--- src/rtl/data_bus_arbiter_if.sv ---
// ---------------------------------------------------------------------------
// data_bus_arbiter_if
//   Bundles the two requesting masters, the shared slave port and the lock
//   timeout flag of the data-side bus arbiter.
//
//   Master 0 / master 1 request side:
//     mX_req_i, mX_addr_i[31:0], mX_wdata_i[31:0], mX_wmask_i[3:0],
//     mX_wen_i (active-low), m1_lock_i
//   Master 0 / master 1 response side:
//     mX_gnt_o, mX_rvalid_o, mX_rdata_o[31:0], mX_err_o
//   Slave side:
//     s_csb_o, s_wen_o, s_addr_o[31:0], s_wdata_o[31:0], s_wmask_o[3:0],
//     s_rdata_i[31:0], s_err_i
//   Status:
//     lock_timeout_o
//
//   Modport "slave" is the arbiter's view: it serves the masters' requests
//   and drives the shared memory port. Modport "master" is the view of
//   everything around the arbiter (requesters plus the memory behind it).
// ---------------------------------------------------------------------------
interface data_bus_arbiter_if;
  logic        m0_req_i;
  logic [31:0] m0_addr_i;
  logic [31:0] m0_wdata_i;
  logic [3:0]  m0_wmask_i;
  logic        m0_wen_i;
  logic        m0_gnt_o;
  logic        m0_rvalid_o;
  logic [31:0] m0_rdata_o;
  logic        m0_err_o;

  logic        m1_req_i;
  logic [31:0] m1_addr_i;
  logic [31:0] m1_wdata_i;
  logic [3:0]  m1_wmask_i;
  logic        m1_wen_i;
  logic        m1_lock_i;
  logic        m1_gnt_o;
  logic        m1_rvalid_o;
  logic [31:0] m1_rdata_o;
  logic        m1_err_o;

  logic        s_csb_o;
  logic        s_wen_o;
  logic [31:0] s_addr_o;
  logic [31:0] s_wdata_o;
  logic [3:0]  s_wmask_o;
  logic [31:0] s_rdata_i;
  logic        s_err_i;

  logic        lock_timeout_o;

  modport slave (
    input  m0_req_i, m0_addr_i, m0_wdata_i, m0_wmask_i, m0_wen_i,
    input  m1_req_i, m1_addr_i, m1_wdata_i, m1_wmask_i, m1_wen_i, m1_lock_i,
    input  s_rdata_i, s_err_i,
    output m0_gnt_o, m0_rvalid_o, m0_rdata_o, m0_err_o,
    output m1_gnt_o, m1_rvalid_o, m1_rdata_o, m1_err_o,
    output s_csb_o, s_wen_o, s_addr_o, s_wdata_o, s_wmask_o,
    output lock_timeout_o
  );

  modport master (
    output m0_req_i, m0_addr_i, m0_wdata_i, m0_wmask_i, m0_wen_i,
    output m1_req_i, m1_addr_i, m1_wdata_i, m1_wmask_i, m1_wen_i, m1_lock_i,
    output s_rdata_i, s_err_i,
    input  m0_gnt_o, m0_rvalid_o, m0_rdata_o, m0_err_o,
    input  m1_gnt_o, m1_rvalid_o, m1_rdata_o, m1_err_o,
    input  s_csb_o, s_wen_o, s_addr_o, s_wdata_o, s_wmask_o,
    input  lock_timeout_o
  );
endinterface

--- src/rtl/data_bus_arbiter.sv ---
// ---------------------------------------------------------------------------
// data_bus_arbiter
//   Two-master, one-slave round-robin arbiter for the data-side memory port.
//   Grants are combinational, the response is routed back one cycle after
//   the grant. Master 1 may lock the bus for atomic sequences; the lock is
//   forcibly broken after LOCK_MAX consecutive locked grants so master 0
//   cannot be starved indefinitely.
//
//   Parameters:
//     LOCK_MAX  maximum consecutive locked grant cycles for master 1
//   Ports:
//     clk_i     clock, rising edge
//     reset_i   asynchronous active-low reset
//     bus       data_bus_arbiter_if.slave (masters, slave port, timeout flag)
// ---------------------------------------------------------------------------
module data_bus_arbiter #(
  parameter int unsigned LOCK_MAX = 16
) (
  input  logic                  clk_i,
  input  logic                  reset_i,
  data_bus_arbiter_if.slave     bus
);

  localparam int unsigned CNT_W = $clog2(LOCK_MAX + 1);
  localparam logic [CNT_W-1:0] CNT_MAX = CNT_W'(LOCK_MAX);
  localparam logic [CNT_W-1:0] CNT_ONE = CNT_W'(1);

  typedef enum logic {IDLE, LOCKED} state_t;

  state_t           state_reg, state_next;
  logic             last_gnt_reg, last_gnt_next;
  logic [CNT_W-1:0] lock_cnt_reg, lock_cnt_next;
  logic             rsp_valid_reg;
  logic             rsp_id_reg;

  logic             gnt0, gnt1;
  logic             timeout;
  logic             eff_last;
  logic             arb_idle;

  // -------------------------------------------------------------------------
  // Arbitration and lock FSM (next state plus grant outputs)
  // -------------------------------------------------------------------------
  always_comb begin
    state_next    = state_reg;
    last_gnt_next = last_gnt_reg;
    lock_cnt_next = lock_cnt_reg;
    gnt0          = 1'b0;
    gnt1          = 1'b0;
    timeout       = 1'b0;
    eff_last      = last_gnt_reg;
    arb_idle      = 1'b1;

    if (state_reg == LOCKED && bus.m1_req_i && bus.m1_lock_i) begin
      if (lock_cnt_reg == CNT_MAX) begin
        // Lock held too long: arbitrate this cycle as if master 1 had the
        // last grant, so a waiting master 0 wins.
        timeout  = 1'b1;
        eff_last = 1'b1;
      end else begin
        // Still inside the lock budget; the counter only advances below
        // CNT_MAX, so it saturates there and never wraps.
        arb_idle      = 1'b0;
        gnt1          = 1'b1;
        lock_cnt_next = lock_cnt_reg + CNT_ONE;
      end
    end

    // Round-robin arbitration; also covers the cycle in which a lock is
    // released (normally or by timeout).
    if (arb_idle) begin
      state_next    = IDLE;
      lock_cnt_next = '0;
      if (bus.m0_req_i && bus.m1_req_i) begin
        gnt0 = eff_last;
        gnt1 = ~eff_last;
      end else begin
        gnt0 = bus.m0_req_i;
        gnt1 = bus.m1_req_i;
      end
      // A timeout cycle never re-locks; the following IDLE cycle may.
      if (gnt1 && bus.m1_lock_i && !timeout) begin
        state_next    = LOCKED;
        lock_cnt_next = CNT_ONE;
      end
    end

    // No access may be accepted while reset is held.
    if (!reset_i) begin
      gnt0    = 1'b0;
      gnt1    = 1'b0;
      timeout = 1'b0;
    end

    if (gnt0 || gnt1) begin
      last_gnt_next = gnt1;
    end
  end

  always_ff @(posedge clk_i or negedge reset_i) begin
    if (!reset_i) begin
      state_reg     <= IDLE;
      last_gnt_reg  <= 1'b1;
      lock_cnt_reg  <= '0;
      rsp_valid_reg <= 1'b0;
      rsp_id_reg    <= 1'b0;
    end else begin
      state_reg     <= state_next;
      last_gnt_reg  <= last_gnt_next;
      lock_cnt_reg  <= lock_cnt_next;
      rsp_valid_reg <= gnt0 | gnt1;
      rsp_id_reg    <= gnt1;
    end
  end

  assign bus.m0_gnt_o       = gnt0;
  assign bus.m1_gnt_o       = gnt1;
  assign bus.lock_timeout_o = timeout;

  // -------------------------------------------------------------------------
  // Slave request mux
  // -------------------------------------------------------------------------
  always_comb begin
    bus.s_wen_o   = 1'b1;
    bus.s_addr_o  = '0;
    bus.s_wdata_o = '0;
    bus.s_wmask_o = '0;
    if (gnt1) begin
      bus.s_wen_o   = bus.m1_wen_i;
      bus.s_addr_o  = bus.m1_addr_i;
      bus.s_wdata_o = bus.m1_wdata_i;
      bus.s_wmask_o = bus.m1_wmask_i;
    end else if (gnt0) begin
      bus.s_wen_o   = bus.m0_wen_i;
      bus.s_addr_o  = bus.m0_addr_i;
      bus.s_wdata_o = bus.m0_wdata_i;
      bus.s_wmask_o = bus.m0_wmask_i;
    end
  end

  assign bus.s_csb_o = ~(gnt0 | gnt1);

  // -------------------------------------------------------------------------
  // Response routing: the owed response goes to the master recorded at grant
  // time; the other master sees zeros.
  // -------------------------------------------------------------------------
  logic [1:0]  rvalid_vec;
  logic [1:0]  err_vec;
  logic [31:0] rdata_vec [2];

  for (genvar gi = 0; gi < 2; gi++) begin : g_rsp
    assign rvalid_vec[gi] = rsp_valid_reg && (rsp_id_reg == 1'(gi));
    assign err_vec[gi]    = rvalid_vec[gi] & bus.s_err_i;
    assign rdata_vec[gi]  = rvalid_vec[gi] ? bus.s_rdata_i : 32'h0;
  end

  assign bus.m0_rvalid_o = rvalid_vec[0];
  assign bus.m1_rvalid_o = rvalid_vec[1];
  assign bus.m0_err_o    = err_vec[0];
  assign bus.m1_err_o    = err_vec[1];
  assign bus.m0_rdata_o  = rdata_vec[0];
  assign bus.m1_rdata_o  = rdata_vec[1];

endmodule

--- src/flat_wrapper.sv ---
// flat-port wrapper written by rule: the top's interface ports become plain ports
module data_bus_arbiter_flat 
#(
  parameter int unsigned LOCK_MAX = 16
)
  (clk_i, reset_i, bus_m0_req_i, bus_m0_addr_i, bus_m0_wdata_i, bus_m0_wmask_i, bus_m0_wen_i, bus_m1_req_i, bus_m1_addr_i, bus_m1_wdata_i, bus_m1_wmask_i, bus_m1_wen_i, bus_m1_lock_i, bus_s_rdata_i, bus_s_err_i, bus_m0_gnt_o, bus_m0_rvalid_o, bus_m0_rdata_o, bus_m0_err_o, bus_m1_gnt_o, bus_m1_rvalid_o, bus_m1_rdata_o, bus_m1_err_o, bus_s_csb_o, bus_s_wen_o, bus_s_addr_o, bus_s_wdata_o, bus_s_wmask_o, bus_lock_timeout_o);
  data_bus_arbiter_if bus_i ();
  input  logic clk_i;
  input  logic reset_i;
  input wire logic [$bits(bus_i.m0_req_i)-1:0] bus_m0_req_i;
  input wire logic [$bits(bus_i.m0_addr_i)-1:0] bus_m0_addr_i;
  input wire logic [$bits(bus_i.m0_wdata_i)-1:0] bus_m0_wdata_i;
  input wire logic [$bits(bus_i.m0_wmask_i)-1:0] bus_m0_wmask_i;
  input wire logic [$bits(bus_i.m0_wen_i)-1:0] bus_m0_wen_i;
  input wire logic [$bits(bus_i.m1_req_i)-1:0] bus_m1_req_i;
  input wire logic [$bits(bus_i.m1_addr_i)-1:0] bus_m1_addr_i;
  input wire logic [$bits(bus_i.m1_wdata_i)-1:0] bus_m1_wdata_i;
  input wire logic [$bits(bus_i.m1_wmask_i)-1:0] bus_m1_wmask_i;
  input wire logic [$bits(bus_i.m1_wen_i)-1:0] bus_m1_wen_i;
  input wire logic [$bits(bus_i.m1_lock_i)-1:0] bus_m1_lock_i;
  input wire logic [$bits(bus_i.s_rdata_i)-1:0] bus_s_rdata_i;
  input wire logic [$bits(bus_i.s_err_i)-1:0] bus_s_err_i;
  output wire logic [$bits(bus_i.m0_gnt_o)-1:0] bus_m0_gnt_o;
  output wire logic [$bits(bus_i.m0_rvalid_o)-1:0] bus_m0_rvalid_o;
  output wire logic [$bits(bus_i.m0_rdata_o)-1:0] bus_m0_rdata_o;
  output wire logic [$bits(bus_i.m0_err_o)-1:0] bus_m0_err_o;
  output wire logic [$bits(bus_i.m1_gnt_o)-1:0] bus_m1_gnt_o;
  output wire logic [$bits(bus_i.m1_rvalid_o)-1:0] bus_m1_rvalid_o;
  output wire logic [$bits(bus_i.m1_rdata_o)-1:0] bus_m1_rdata_o;
  output wire logic [$bits(bus_i.m1_err_o)-1:0] bus_m1_err_o;
  output wire logic [$bits(bus_i.s_csb_o)-1:0] bus_s_csb_o;
  output wire logic [$bits(bus_i.s_wen_o)-1:0] bus_s_wen_o;
  output wire logic [$bits(bus_i.s_addr_o)-1:0] bus_s_addr_o;
  output wire logic [$bits(bus_i.s_wdata_o)-1:0] bus_s_wdata_o;
  output wire logic [$bits(bus_i.s_wmask_o)-1:0] bus_s_wmask_o;
  output wire logic [$bits(bus_i.lock_timeout_o)-1:0] bus_lock_timeout_o;
  assign bus_i.m0_req_i = bus_m0_req_i;
  assign bus_i.m0_addr_i = bus_m0_addr_i;
  assign bus_i.m0_wdata_i = bus_m0_wdata_i;
  assign bus_i.m0_wmask_i = bus_m0_wmask_i;
  assign bus_i.m0_wen_i = bus_m0_wen_i;
  assign bus_i.m1_req_i = bus_m1_req_i;
  assign bus_i.m1_addr_i = bus_m1_addr_i;
  assign bus_i.m1_wdata_i = bus_m1_wdata_i;
  assign bus_i.m1_wmask_i = bus_m1_wmask_i;
  assign bus_i.m1_wen_i = bus_m1_wen_i;
  assign bus_i.m1_lock_i = bus_m1_lock_i;
  assign bus_i.s_rdata_i = bus_s_rdata_i;
  assign bus_i.s_err_i = bus_s_err_i;
  assign bus_m0_gnt_o = bus_i.m0_gnt_o;
  assign bus_m0_rvalid_o = bus_i.m0_rvalid_o;
  assign bus_m0_rdata_o = bus_i.m0_rdata_o;
  assign bus_m0_err_o = bus_i.m0_err_o;
  assign bus_m1_gnt_o = bus_i.m1_gnt_o;
  assign bus_m1_rvalid_o = bus_i.m1_rvalid_o;
  assign bus_m1_rdata_o = bus_i.m1_rdata_o;
  assign bus_m1_err_o = bus_i.m1_err_o;
  assign bus_s_csb_o = bus_i.s_csb_o;
  assign bus_s_wen_o = bus_i.s_wen_o;
  assign bus_s_addr_o = bus_i.s_addr_o;
  assign bus_s_wdata_o = bus_i.s_wdata_o;
  assign bus_s_wmask_o = bus_i.s_wmask_o;
  assign bus_lock_timeout_o = bus_i.lock_timeout_o;
  data_bus_arbiter #(.LOCK_MAX(LOCK_MAX)) u_core (.clk_i(clk_i), .reset_i(reset_i), .bus(bus_i));
endmodule
--- config.mk ---
export PLATFORM = sky130hd
export DESIGN_NAME = data_bus_arbiter_flat
export DESIGN_NICKNAME = d
export VERILOG_FILES = /design/src/rtl/data_bus_arbiter_if.sv /design/src/rtl/data_bus_arbiter.sv /design/src/flat_wrapper.sv
export SDC_FILE = /design/constraint.sdc
export NUM_CORES = 1
export LEC_CHECK = 0
export CORE_AREA = 2 2 122 124
export DETAILED_ROUTE_END_ITERATION = 7
export DIE_AREA = 0 0 124 126
export PLACE_DENSITY = 0.68
export SLEW_MARGIN = 20
export SYNTH_ARGS = -nofsm -noshare
export SYNTH_HDL_FRONTEND = slang
export SYNTH_SLANG_ARGS = --single-unit
--- constraint.sdc ---
create_clock -name clk_i -period 5.2 [get_ports clk_i]
set_input_delay 0.52 -clock clk_i [delete_from_list [all_inputs] [get_ports clk_i]]
set_output_delay 0.52 -clock clk_i [all_outputs]
set_load 0.005 [all_outputs]
[After elaboration in Yosys (flattened, before gate mapping)]
Index checks and enable logic that the tools add are counted.
W data, S select, Z words.
Storage, ports and cells
  logic and storage cells: 55
  input port bits: 176
  register bits after elaboration: 9
  output and inout bits: 141
Operators by class
  mux-type cells: 30
  add/subtract/negate cells: 1
  reductions and logical operators: 11
  bitwise gates (word level): 6
  equal/unequal tests: 2
Operators by type and width (number)
  $mux W32: 6
  $mux W1: 19
  $mux W5: 3
  $mux W4: 2
  $logic_and A1 B1 Y1: 7
  $add A5 B1 Y5 const B: 1
  $eq A5 B5 Y1 const B: 1
  $not A1 Y1: 3
  $and A1 B1 Y1: 2
  $ne A2 B1 Y1 const B: 1
  $reduce_and A2 Y1: 1
  $reduce_bool A2 Y1: 1
  $logic_not A1 Y1: 1
  $logic_or A1 B1 Y1: 1
  $or A1 B1 Y1: 1

[Depth between registers and ports, before layout]
Gate-level depths: netlist (run 1).
  depth in word-level cells: 10
  depth in mapped cells: 7
  mapped depth without buffers: 5

[Least setup slack after synthesis (run 1)]
No wires, ideal clock.
  path type: register to output
  from: reg u_core.lock_cnt_reg[0]
  to: out bus_s_wen_o
  arrival time: 1.555 ns
  data required time: 4.680 ns
  slack: 3.125 ns
  path buffers: 2
  cell stages (with the launch flop): 8
  cell sequence: dfrtp_1 inv_1 ha_1 nand4bb_4 o211a_1 buf_6 buf_6 o32a_1
Between the ends
  longest elaborated chain between the ends: 9
  elaborated cells on any way between the ends: 17
  classes of those cells: 1 x eq/ne; 15 x mux; 1 x bitwise
Ends and longest elaborated chain
  start, declared: RTL line data_bus_arbiter.sv:32  | logic [CNT_W-1:0] lock_cnt_reg, lock_cnt_next;
  start signal, assigned: RTL line data_bus_arbiter.sv:110  | lock_cnt_reg <= lock_cnt_next;
  $eq A5 B5 Y1 *: RTL line data_bus_arbiter.sv:55  | if (lock_cnt_reg == CNT_MAX) begin
  $mux W1: RTL line data_bus_arbiter.sv:55
  $mux W1: RTL line data_bus_arbiter.sv:54  | if (state_reg == LOCKED && bus.m1_req_i && bus.m1_lock_i) begin
  $not A1 Y1: RTL line data_bus_arbiter.sv:76  | gnt1 = ~eff_last;
  $mux W1: RTL line data_bus_arbiter.sv:74  | if (bus.m0_req_i && bus.m1_req_i) begin
  $mux W1 (2 in series): RTL line data_bus_arbiter.sv:71  | if (arb_idle) begin
  $mux W1: RTL line data_bus_arbiter.sv:89  | if (!reset_i) begin
  $mux W1 *: RTL line data_bus_arbiter.sv:128  | if (gnt1) begin
  end, declared: RTL line flat_wrapper.sv:32  | output wire logic [$bits(bus_i.s_wen_o)-1:0] bus_s_wen_o;
Every way passes the cells marked *; elsewhere a longest branch is shown, timed or not. The select of a mux whose other input is x is not followed.

[Worst setup path after layout (run 1)]
  from: in bus_m0_req_i
  to: out bus_s_wen_o
Between the ends
  longest elaborated chain between the ends: 6
  elaborated cells on any way between the ends: 10
  classes of those cells: 9 x mux; 1 x reduce/logical
Ends and longest elaborated chain
  start, declared: RTL line flat_wrapper.sv:10  | input wire logic [$bits(bus_i.m0_req_i)-1:0] bus_m0_req_i;
  $logic_and A1 B1 Y1: RTL line data_bus_arbiter.sv:74
  $mux W1: RTL line data_bus_arbiter.sv:74
  $mux W1: RTL line data_bus_arbiter.sv:71
  $mux W1 (on tied branches): RTL line data_bus_arbiter.sv:89, data_bus_arbiter.sv:71
  $mux W1 (on tied branches): RTL line data_bus_arbiter.sv:133, data_bus_arbiter.sv:89
  $mux W1 *: RTL line data_bus_arbiter.sv:128
Marks and branches as above.

==> results of run 1 <==
[power groups by stage]
stage / Combinational [W] / Clock (W) / Sequential [W]
after floorplan: 0.000145 / 0 / 0.0000791
after global placement: 0.000416 / 0 / 0.0000863
after detailed placement: 0.000417 / 0 / 0.0000862
after CTS: 0.000419 / 0.000136 / 0.0000854
after global routing: 0.000451 / 0.000140 / 0.0000870
final: 0.000414 / 0.000133 / 0.0000853
[worst max-delay path, cell delays in order]
cell,delay [ns]
clkdlybuf4s50_1,0.52
nand2_1,0.13
o221ai_4,0.81
buf_4,0.51
o32a_1,0.22
clkdlybuf4s50_1,0.49
[logic make-up after synthesis]
logic type               Yosys count  synth area share
AO/OA/AOI/OAI                     76             0.316
XOR/XNOR                           3            0.0117
adder cells (fa/ha/maj)            2            0.0112
buffers and inverters            173             0.321
flip-flops                         9             0.101
AND/OR/NAND/NOR                   86             0.239
[through the flow]
| step | hold WS, ns | setup slack (ns) | cell area [um2] | instances | power (W) |
|---|---|---|---|---|---|
| 6_report | 0.518 | 1.45 | 5580 | 828 | 0.000632 |
| 5_1_grt | 0.551 | 1.20 | 5580 | 828 | 0.000679 |
| 4_1_cts | 0.518 | 1.41 | 5580 | 828 | 0.000640 |
| 3_5_place_dp | 0.502 | 1.42 | 5510 | 824 | 0.000503 |
| 3_3_place_gp | 0.485 | 1.41 | 5510 | 824 | 0.000502 |
| 2_1_floorplan | 0.224 | 3.13 | 2240 | 349 | 0.000224 |
[routing by layer]
layer  up-vias  track usage
met4         0       0.0238
met3         8       0.0199
li1       1734            -
met5         -            0
met1      1525        0.170
met2       197        0.276
[cell type report]
type	instances	area [um2]
Multi-Input combinational cell	167	1310
Sequential cell	9	226
Tap cell	184	230
Inverter	142	533
Timing Repair Buffer	322	3210
Fill cell	1500	8730
Clock buffer	4	78.8
[synth_stat cells]
| library cell | count |
|---|---|
| nor2b_1 | 1 |
| o21ai_0 | 3 |
| inv_1 | 142 |
| nor2_1 | 5 |
| o211a_1 | 1 |
| buf_6 | 8 |
| and3_1 | 33 |
| and2_1 | 36 |
| clkbuf_1 | 16 |
| a21bo_2 | 1 |
| ha_1 | 2 |
| xnor2_1 | 1 |
| dfstp_2 | 1 |
| o32a_1 | 1 |
| a31oi_1 | 1 |
| xor2_1 | 2 |
| o32ai_1 | 62 |
| nand2_1 | 4 |
| o221ai_2 | 1 |
| o32ai_2 | 6 |
| nand4b_1 | 1 |
| nor3b_1 | 1 |
| dfrtp_1 | 8 |
| buf_2 | 7 |
| nand4bb_4 | 1 |
| nand3_1 | 4 |
[path summary, 6_finish.rpt]
| check | cells after the start | slack [ns] | to |
|---|---|---|---|
| max in group asynchronous | 1 | 4.22 | u_core.last_gnt_reg |
| hold reg to reg | 2 | 0.52 | u_core.last_gnt_reg |
| min in group asynchronous | 1 | 0.63 | u_core.rsp_valid_reg |
| setup / recovery | 6 | 1.45 | bus_s_wen_o |
| setup reg to reg | 5 | 3.14 | u_core.last_gnt_reg |
| hold / removal | 2 | 0.52 | u_core.last_gnt_reg |
==> metrics.md, run 1 <==
| Metric | Value |
|---|---|
| Status | finished, final reports clean |
| Library cells used by synthesis | 26 |
| Wire length of the first global-routing pass | 17.9 mm |
| Antenna violations before repair | 0 |
| Die outline height | 126 um |
| Crit-path max FO | 37 |
| Width of the die | 124 um |
| TritonCTS clock tree | yes |
| Detail-routed net length per standard cell | 14.5 um |
| Startpoint Class | input pin |
| Via count of the first global-routing pass | 3413 |
| Via density | about 4.2 |
| Total clock sinks | 9 |
| Type of the worst min-delay path | reg2reg |
| Htree depth | 1 |
| Maximum number of pins on one net before global-route repair | 38 |
| Die outline area | 15600 um2 |
| Number of nets produced by synthesis | approximately 530 |
| Grt total ovfl | 0 |
| Hold violation count in the final report | 0 |
| Critical path class | in2out |
| Maximum clock skew at final layout | 0.000772 ns |
| Combinational cell fraction of total power | 0.654 |
| Count of vias placed by the detailed router | 3464 |
| Share of layout cells above drive strength 1 | 0.0326 |
| Synth-to-layout area growth | 149% |
| Portion of total power attributed to sequential cells | 0.135 |
| Core outline area | 14300 um2 |
| Arr. time, crit path | 3.23 ns |
| Mapped Avg Cell Area | 6.41 um2 |
| CTS Buffer Depth | 2 |
| Flip-flop count of the largest register after layout | 5 |
| Total global routing track utilization | 0.144 |
| Power Density | around 110 nW/um2 |
| Setup TNS | 0 ns |
| Buffers on Ports | around 320 |
| Highest-count cells in the layout ignoring fill and taps | clkdlybuf4s50_1 (316), inv_1 (142), o32ai_1 (62), and2_1 (36), and3_1 (33) |
| Share of the clock period used by the worst path | 0.720 |
| Setup repair after global routing missed its margin | false |
| Fmax achieved | around 270 MHz |
| Iteration-0 DRC Markers | 75 |
| Ports placed on the boundary | 317 |
| Cts bufs inserted | 3 |
| Largest cells by area after synthesis | o32ai_1 (24%), inv_1 (24%), and2_1 (10%) |
| Critical path capture point type | output port |
| Power dissipated by switching net loads | ~0.00019 W |
| Number of optimization iterations in the first detailed-route pass | 4 |
| Worst slew slack as a fraction of its limit | 0.320 |
| Source-to-sink clock delay at the later pin of the worst-skew pair | 0.23 ns |
| Clock transition time at the flip-flop clock pins of the worst setup and hold paths | 0.04 ns |
| Synth Instances | 349 |
| Final antenna diode count | 0 |
| Worst vdd ir | 0.0647 mV |
| DRC violations left | 0 |
| Share of power burned in the clock network | 0.211 |
| Post-detail-place hpwl | 10.1 mm |
| Yosys top cell area share | 0.243 |
| Routed wl met2 | 6.20 mm |
| Switching Fraction | 0.294 |
| Post-CTS setup-driven buffer insertion count | 0 |
| Synthesis warning total | 0 |
| Number of standard-cell rows in the floorplan | 44 |
| NumNets Final | about 800 |
| Slew Limit Fails | 0 |
| Wire length the detailed router placed on met1 | 4.67 mm |
| Final cell utilization of the core | 0.390 |
| Sequential area share after synthesis | 0.101 |
| Static leakage | 2.57 nW |
| Internal power | 0.000447 W |
| Post-layout minimum cycle time | between 3 and 4 ns |
| Clock root buffer | clkbuf_16 |
| Initial cell density of the core | 0.156 |
| Most frequent standard cell in the layout excluding fill and tap cells | clkdlybuf4s50_1 |
| CTS-repair resized insts | 0 |
| Count of antenna-violating nets left after detailed routing | 0 |
| # hold bufs at CTS | 0 |
| Critical Path RT | between 4 and 5 ns |
| Startpoint of the worst setup timing path | bus_m0_req_i |
| Number of flip-flops and latches in the synthesized netlist | 9 |
| Met3 WL | 1.04 mm |
| Pin slew with the least headroom to its limit | 1.02 ns |
| Final routed wirelength across all metal layers | between 10 and 15 mm |
| Synthesized area | 2240 um2 |
| Endpoints failing setup | 0 |
| Startpoint of the most critical register-to-register path | u_core.lock_cnt_reg[0] |
| Largest area contributor in the synthesized netlist | o32ai_1 |
| Uppermost signal routing layer after detailed routing | met4 |
| Number of violations of the max-capacitance limit | 0 |
| Final weighted congestion of routability-driven global placement | 0.775 |
| Startpoint of the most critical hold path | u_core.last_gnt_reg |
Note: power is estimated with default switching activity, not from simulation.
==> run 2: changes to the inputs <==
Settings changed: CORE_AREA 2 2 122 124 to 2 2 123 125, DIE_AREA 0 0 124 126 to 0 0 125 127, PLACE_DENSITY 0.68 to 0.67.
Clock period 5.2 ns to 3.6 ns, I/O delays scaled along.
==> run 2 against run 1 <==
Worst setup slack lost 1.1 ns; register-to-register slack worse by 1.7 ns; power grew 46%; die area rose by 1.6%; clock-buffer cell count unchanged; sequential power up 34%; routed wire length shrank 0.31%; global-route usage shrank 0.43 points; first-iteration DRC count fell by 1.3%; sequential cell count stayed put; final cell count up 0.36%; critical path depth grew 1; critical endpoint unchanged; largest cell class unchanged.
==> metrics.md, run 2 (synthesized netlist as in run 1, its figures left out) <==
| Metric | Value |
|---|---|
| Status | finished, final reports clean |
| Most frequent standard cell in the layout excluding fill and tap cells | clkdlybuf4s50_1 |
| Final routed wirelength across all metal layers | 12.0 mm (-0.31%) |
| Slew Limit Fails | 0 (unchanged) |
| Die outline height | 127 um (+0.79%) |
| Number of standard-cell rows in the floorplan | 44 (unchanged) |
| Via density | 4.17 (-0.27%) |
| Ports placed on the boundary | 317 (unchanged) |
| Power Density | 164 nW/um2 (+45%) |
| Flip-flop count of the largest register after layout | 5 (unchanged) |
| TritonCTS clock tree | yes |
| Count of antenna-violating nets left after detailed routing | 0 (unchanged) |
| Iteration-0 DRC Markers | 74 (-1.3%) |
| Total clock sinks | 9 (unchanged) |
| Type of the worst min-delay path | reg2reg |
| Worst slew slack as a fraction of its limit | 0.306 (-0.0142) |
| Static leakage | 2.59 nW (+0.78%) |
| Fmax achieved | 306 MHz |
| Post-detail-place hpwl | 9.96 mm (-1.5%) |
| Synth-to-layout area growth | 151% |
| Post-layout minimum cycle time | 3.27 ns |
| Source-to-sink clock delay at the later pin of the worst-skew pair | 0.23 ns (about the same) |
| Setup TNS | 0 ns (unchanged) |
| Initial cell density of the core | 0.155 (-0.00119) |
| Total global routing track utilization | 0.140 (-0.00432) |
| Arr. time, crit path | 2.91 ns (-0.32 ns) |
| Buffers on Ports | 316 (unchanged) |
| NumNets Final | 825 (+0.24%) |
| Crit-path max FO | 39 (+5.4%) |
| Number of violations of the max-capacitance limit | 0 (unchanged) |
| Htree depth | 1 (unchanged) |
| Endpoints failing setup | 0 (unchanged) |
| Startpoint Class | flip-flop |
| Path depth of the worst reg2reg path | 6 (+1) |
| Maximum clock skew at final layout | 0.00210 ns (+0.00133 ns) |
| Number of optimization iterations in the first detailed-route pass | 4 (unchanged) |
| Critical path capture point type | output port |
| Critical Path RT | 3.24 ns (-1.44 ns) |
| Detail-routed net length per standard cell | 14.4 um (-0.67%) |
| # hold bufs at CTS | 0 (unchanged) |
| CTS Buffer Depth | 2 (unchanged) |
| Final weighted congestion of routability-driven global placement | 0.790 (+2.0%) |
| Post-CTS setup-driven buffer insertion count | 0 (unchanged) |
| Worst Hold Depth | 2 (unchanged) |
| CTS-repair resized insts | 0 (unchanged) |
| Clock root buffer | clkbuf_16 |
| Antenna violations before repair | 1 (+1) |
| Highest-count cells in the layout ignoring fill and taps | clkdlybuf4s50_1 (316), inv_1 (142), o32ai_1 (62), and2_1 (36), and3_1 (33) |
| Worst vdd ir | 0.124 mV (+92%) |
| Cts bufs inserted | 3 (unchanged) |
| Pin slew with the least headroom to its limit | 1.04 ns (+0.0213 ns) |
| Width of the die | 125 um (+0.81%) |
| Count of vias placed by the detailed router | 3467 (+0.087%) |
| Hold violation count in the final report | 0 (unchanged) |
| Setup repair after global routing missed its margin | false |
| Share of layout cells above drive strength 1 | 0.0356 (+0.00300) |
| Share of the clock period used by the worst path | 0.908 |
| DRC violations left | 0 (unchanged) |
| Wire length of the first global-routing pass | 18.3 mm (+2.6%) |
| Grt total ovfl | 0 (unchanged) |
| Die outline area | 15900 um2 (+1.6%) |
| Via count of the first global-routing pass | 3518 (+3.1%) |
| Critical path class | reg2out |
| Clock transition time at the flip-flop clock pins of the worst setup and hold paths | 0.04 ns (about the same) |
| Maximum number of pins on one net before global-route repair | 42 (+11%) |
| WHS | 0.500 ns (-0.0177 ns) |
| Core outline area | 14400 um2 (+0.77%) |
-- run 2: changes by cell type in the layout (fill, tap and decap cells not counted), sizes merged --
cell   before  now
buf         6    8
diode       0    1
-- run 2: routing by layer --
| layer | GRT usage | up-vias | routed length [um] |
|---|---|---|---|
| met5 | 0 | - | 0 |
| met4 | 0.0281 | 0 | 184 |
| met3 | 0.0360 | 14 | 1040 |
| met2 | 0.261 | 206 | 6050 |
| met1 | 0.162 | 1513 | 4730 |
| li1 | - | 1734 | - |
-- run 2: layout make-up --
cell class                      count  area, um2
Antenna cell                        1       2.50
Clock buffer                        4       78.8
Fill cell                        1509       8800
Inverter                          142        533
Multi-Input combinational cell    167       1310
Sequential cell                     9        226
Tap cell                          184        230
Timing Repair Buffer              324       3250
-- run 2: critical path: stages, from the launching register on --
cell,delay (ns)
dfrtp_1,0.41
inv_1,0.08
ha_1,0.18
nand4bb_4,0.17
o221ai_4,0.84
buf_12,0.30
o32a_1,0.18
clkdlybuf4s50_1,0.49
-- run 2: path summary, 6_finish.rpt --
path	end	from	slack [ns]
worst max-delay path	bus_s_wen_o	u_core.lock_cnt_reg[0]	0.33
worst min register to register	u_core.last_gnt_reg	u_core.last_gnt_reg	0.50
max in group asynchronous	u_core.rsp_valid_reg	reset_i	2.92
worst min-delay path	u_core.last_gnt_reg	u_core.last_gnt_reg	0.50
worst max register to register	u_core.last_gnt_reg	u_core.lock_cnt_reg[0]	1.41
min in group asynchronous	u_core.last_gnt_reg	reset_i	0.54
-- run 2: stage by stage --
step           cell area (um2)  power, W  utilization  instances  worst slack [ns]
2_1_floorplan             2240  0.000324            -        349              1.69
3_3_place_gp              5550  0.000736        0.384        826             0.369
3_5_place_dp              5550  0.000737        0.384        826             0.368
4_1_cts                   5620  0.000934        0.390        830             0.288
5_1_grt                   5620  0.000984        0.390        830             0.138
6_report                  5630  0.000923        0.390        831             0.330
-- run 2: power breakdown --
part | switching (W) | internal [W] | total, W
clock network | 0.0000432 | 0.000148 | 0.000191
logic | 0.000222 | 0.000396 | 0.000618
registers | 0.00000493 | 0.000109 | 0.000114
total | 0.000271 | 0.000652 | 0.000923
==> run 3: changes to the inputs <==
Settings changed: CORE_AREA 2 2 123 125 to 2 2 122 124, DIE_AREA 0 0 125 127 to 0 0 124 126, PLACE_DENSITY 0.67 to 0.68, SLEW_MARGIN 20 to 30.
Clock period 3.6 ns to 3.9 ns, I/O delays scaled along.
==> run 3 against run 2 <==
Power shrank 7.1%; worst setup slack better by 0.33 ns; cell area is 0.62% higher; core utilization increased by 0.54 points; sequential share of layout area barely moved; die area is 1.6% lower; critical path depth did not move; clock-buffer cell count did not move; critical path type unchanged.
==> metrics.md, run 3 (synthesized netlist as in run 1, its figures left out) <==
| Metric | Value |
|---|---|
| Startpoint of the worst setup timing path | u_core.lock_cnt_reg[0] |
| Pin slew with the least headroom to its limit | 0.858 ns (-0.183 ns) |
| Static leakage | 2.61 nW (+0.88%) |
| Critical path, cell by cell | inv_1, ha_1, nand4bb_4, o211a_2, buf_12, o32ai_1, clkdlybuf4s50_1 |
| Total global routing track utilization | 0.143 (+0.00339) |
| Via count of the first global-routing pass | 3299 (-6.2%) |
| Arr. time, crit path | 2.85 ns (-0.06 ns) |
| Clock transition time at the flip-flop clock pins of the worst setup and hold paths | 0.04 ns (about the same) |
| Htree depth | 1 (unchanged) |
| Path depth of the worst reg2reg path | 6 (unchanged) |
| Maximum clock skew at final layout | 0.00202 ns (-0.0000877 ns) |
| DRC violations left | 0 (unchanged) |
| Width of the die | 124 um (-0.80%) |
| Type of the worst min-delay path | in2async |
| Share of the clock period used by the worst path | 0.832 |
| Critical path class | reg2out |
| Endpoints failing setup | 0 (unchanged) |
| # hold bufs at CTS | 0 (unchanged) |
| Initial cell density of the core | 0.156 (+0.00119) |
| Post-CTS setup-driven buffer insertion count | 0 (unchanged) |
| Worst slack after detailed placement | 0.724 ns (+0.356 ns) |
| Antenna violations before repair | 0 (-1) |
| CP peak stage delay | 0.58 ns (-0.26 ns) |
| Iteration-0 DRC Markers | 79 (+6.8%) |
| Final weighted congestion of routability-driven global placement | 0.768 (-2.8%) |
| Startpoint Class | flip-flop |
| Final WS setup | 0.657 ns (+0.326 ns) |
| Die outline area | 15600 um2 (-1.6%) |
| Via density | 4.17 (about the same) |
| Critical path capture point type | output port |
| Startpoint of the most critical register-to-register path | u_core.lock_cnt_reg[0] |
| Power Density | 151 nW/um2 (-7.7%) |
| Number of standard-cell rows in the floorplan | 44 (unchanged) |
| Synth-to-layout area growth | 153% |
| Number of optimization iterations in the first detailed-route pass | 4 (unchanged) |
| Grt total ovfl | 0 (unchanged) |
| Buffers on Ports | 316 (unchanged) |
| NumNets Final | 830 (+0.61%) |
| Worst slew slack as a fraction of its limit | 0.428 (+0.122) |
| Hold violation count in the final report | 0 (unchanged) |
| Final antenna diode count | 0 (-1) |
| Ports placed on the boundary | 317 (unchanged) |
| Share of layout cells above drive strength 1 | 0.0430 (+0.00741) |
| Post-detail-place hpwl | 10.2 mm (+2.4%) |
| TritonCTS clock tree | yes |
| Count of vias placed by the detailed router | 3485 (+0.52%) |
| Die outline height | 126 um (-0.79%) |
| Total clock sinks | 9 (unchanged) |
| Source-to-sink clock delay at the later pin of the worst-skew pair | 0.23 ns (about the same) |
| Reg-to-reg setup timing slack | 1.99 ns (+0.58 ns) |
| Post-layout minimum cycle time | 3.24 ns |
| Crit-path max FO | 35 (-10%) |
| Worst Setup EP | bus_s_wdata_o[15] |
| Critical Path RT | 3.51 ns (+0.27 ns) |
| Setup repair after global routing missed its margin | false |
| Number of violations of the max-capacitance limit | 0 (unchanged) |
| Slew Limit Fails | 0 (unchanged) |
| Wire length of the first global-routing pass | 17.7 mm (-3.7%) |
| Final routed wirelength across all metal layers | 12.3 mm (+2.6%) |
| Worst R2R End | u_core.last_gnt_reg |
| Maximum number of pins on one net before global-route repair | 47 (+12%) |
| WHS | 0.463 ns (-0.0367 ns) |
| Master of the slowest instance on the critical path | clkdlybuf4s50_1 |
| Setup TNS | 0 ns (unchanged) |
| Clock root buffer | clkbuf_16 |
| Core outline area | 14300 um2 (-0.76%) |
| Flip-flop count of the largest register after layout | 5 (unchanged) |
| Worst vdd ir | 0.0797 mV (-36%) |
| Detail-routed net length per standard cell | 14.7 um (+2.1%) |
| Number of inserted filler cells in the final layout | 1468 (-2.7%) |
| Count of antenna-violating nets left after detailed routing | 0 (unchanged) |
| Overall power of the completed layout | 0.000857 W (-7.1%) |
| Cts bufs inserted | 3 (unchanged) |
| Most frequent standard cell in the layout excluding fill and tap cells | clkdlybuf4s50_1 |
| CTS-repair resized insts | 0 (unchanged) |
| Status | finished, final reports clean |
| Fmax achieved | 308 MHz |
| CTS Buffer Depth | 2 (unchanged) |
| Highest-count cells in the layout ignoring fill and taps | clkdlybuf4s50_1 (316), inv_1 (142), o32ai_1 (62), and2_1 (36), and3_1 (33) |
run 3: cell types whose count changed in the layout (fill, tap and decap cells not counted):
cell / change
buf_4: +5
diode_2: -1
run 3: layout make-up:
| cell class | count | area (um2) | area share |
|---|---|---|---|
| Timing Repair Buffer | 329 | 3290 | 0.580 |
| Multi-Input combinational cell | 167 | 1310 | 0.231 |
| Inverter | 142 | 533 | 0.0941 |
| Tap cell | 184 | 230 | 0.0407 |
| Sequential cell | 9 | 226 | 0.0400 |
| Clock buffer | 4 | 78.8 | 0.0139 |
run 3: how the worst min path moves through the flow:
stage               cells past startpoint  slack [ns]                start                      to
floorplan                               0        0.09              reset_i  u_core.lock_cnt_reg[0]
global placement                        2        0.48  u_core.last_gnt_reg     u_core.last_gnt_reg
detailed placement                      2        0.50  u_core.last_gnt_reg     u_core.last_gnt_reg
CTS                                     2        0.46              reset_i  u_core.lock_cnt_reg[2]
global route                            2        0.48              reset_i        u_core.state_reg
finish                                  2        0.46              reset_i  u_core.lock_cnt_reg[2]
run 3: power breakdown:
| part | total (W) | internal [W] | switching [W] |
|---|---|---|---|
| combinational | 0.000572 | 0.000369 | 0.000203 |
| sequential | 0.000107 | 0.000100 | 0.00000707 |
| clock | 0.000177 | 0.000136 | 0.0000410 |
| total | 0.000857 | 0.000606 | 0.000251 |
run 3: per-stage QoR:
stage          instances  area (um2)   util
2_1_floorplan        349        2240      -
3_3_place_gp         831        5580  0.390
3_5_place_dp         831        5580  0.390
4_1_cts              835        5660  0.396
5_1_grt              835        5660  0.396
6_report             835        5660  0.396
run 3: critical path: cells and delay by family, from the launching register on:
kind,cells,cell delay (ns)
adders and majority gates,1,0.19
and+or+nand+nor,1,0.17
AOI/OAI and AO/OA,2,0.88
buffers and inverters,3,0.93
DFF,1,0.41
run 3: layer usage:
metal / vias to the layer above / share of wire / GRT usage / routed length (um)
li1: 1744 / - / - / -
met1: 1537 / 0.39 / 0.165 / 4780
met2: 198 / 0.51 / 0.276 / 6290
met3: 6 / 0.096 / 0.0281 / 1180
met4: 0 / 0.0054 / 0.0178 / 66
met5: - / 0 / 0 / 0
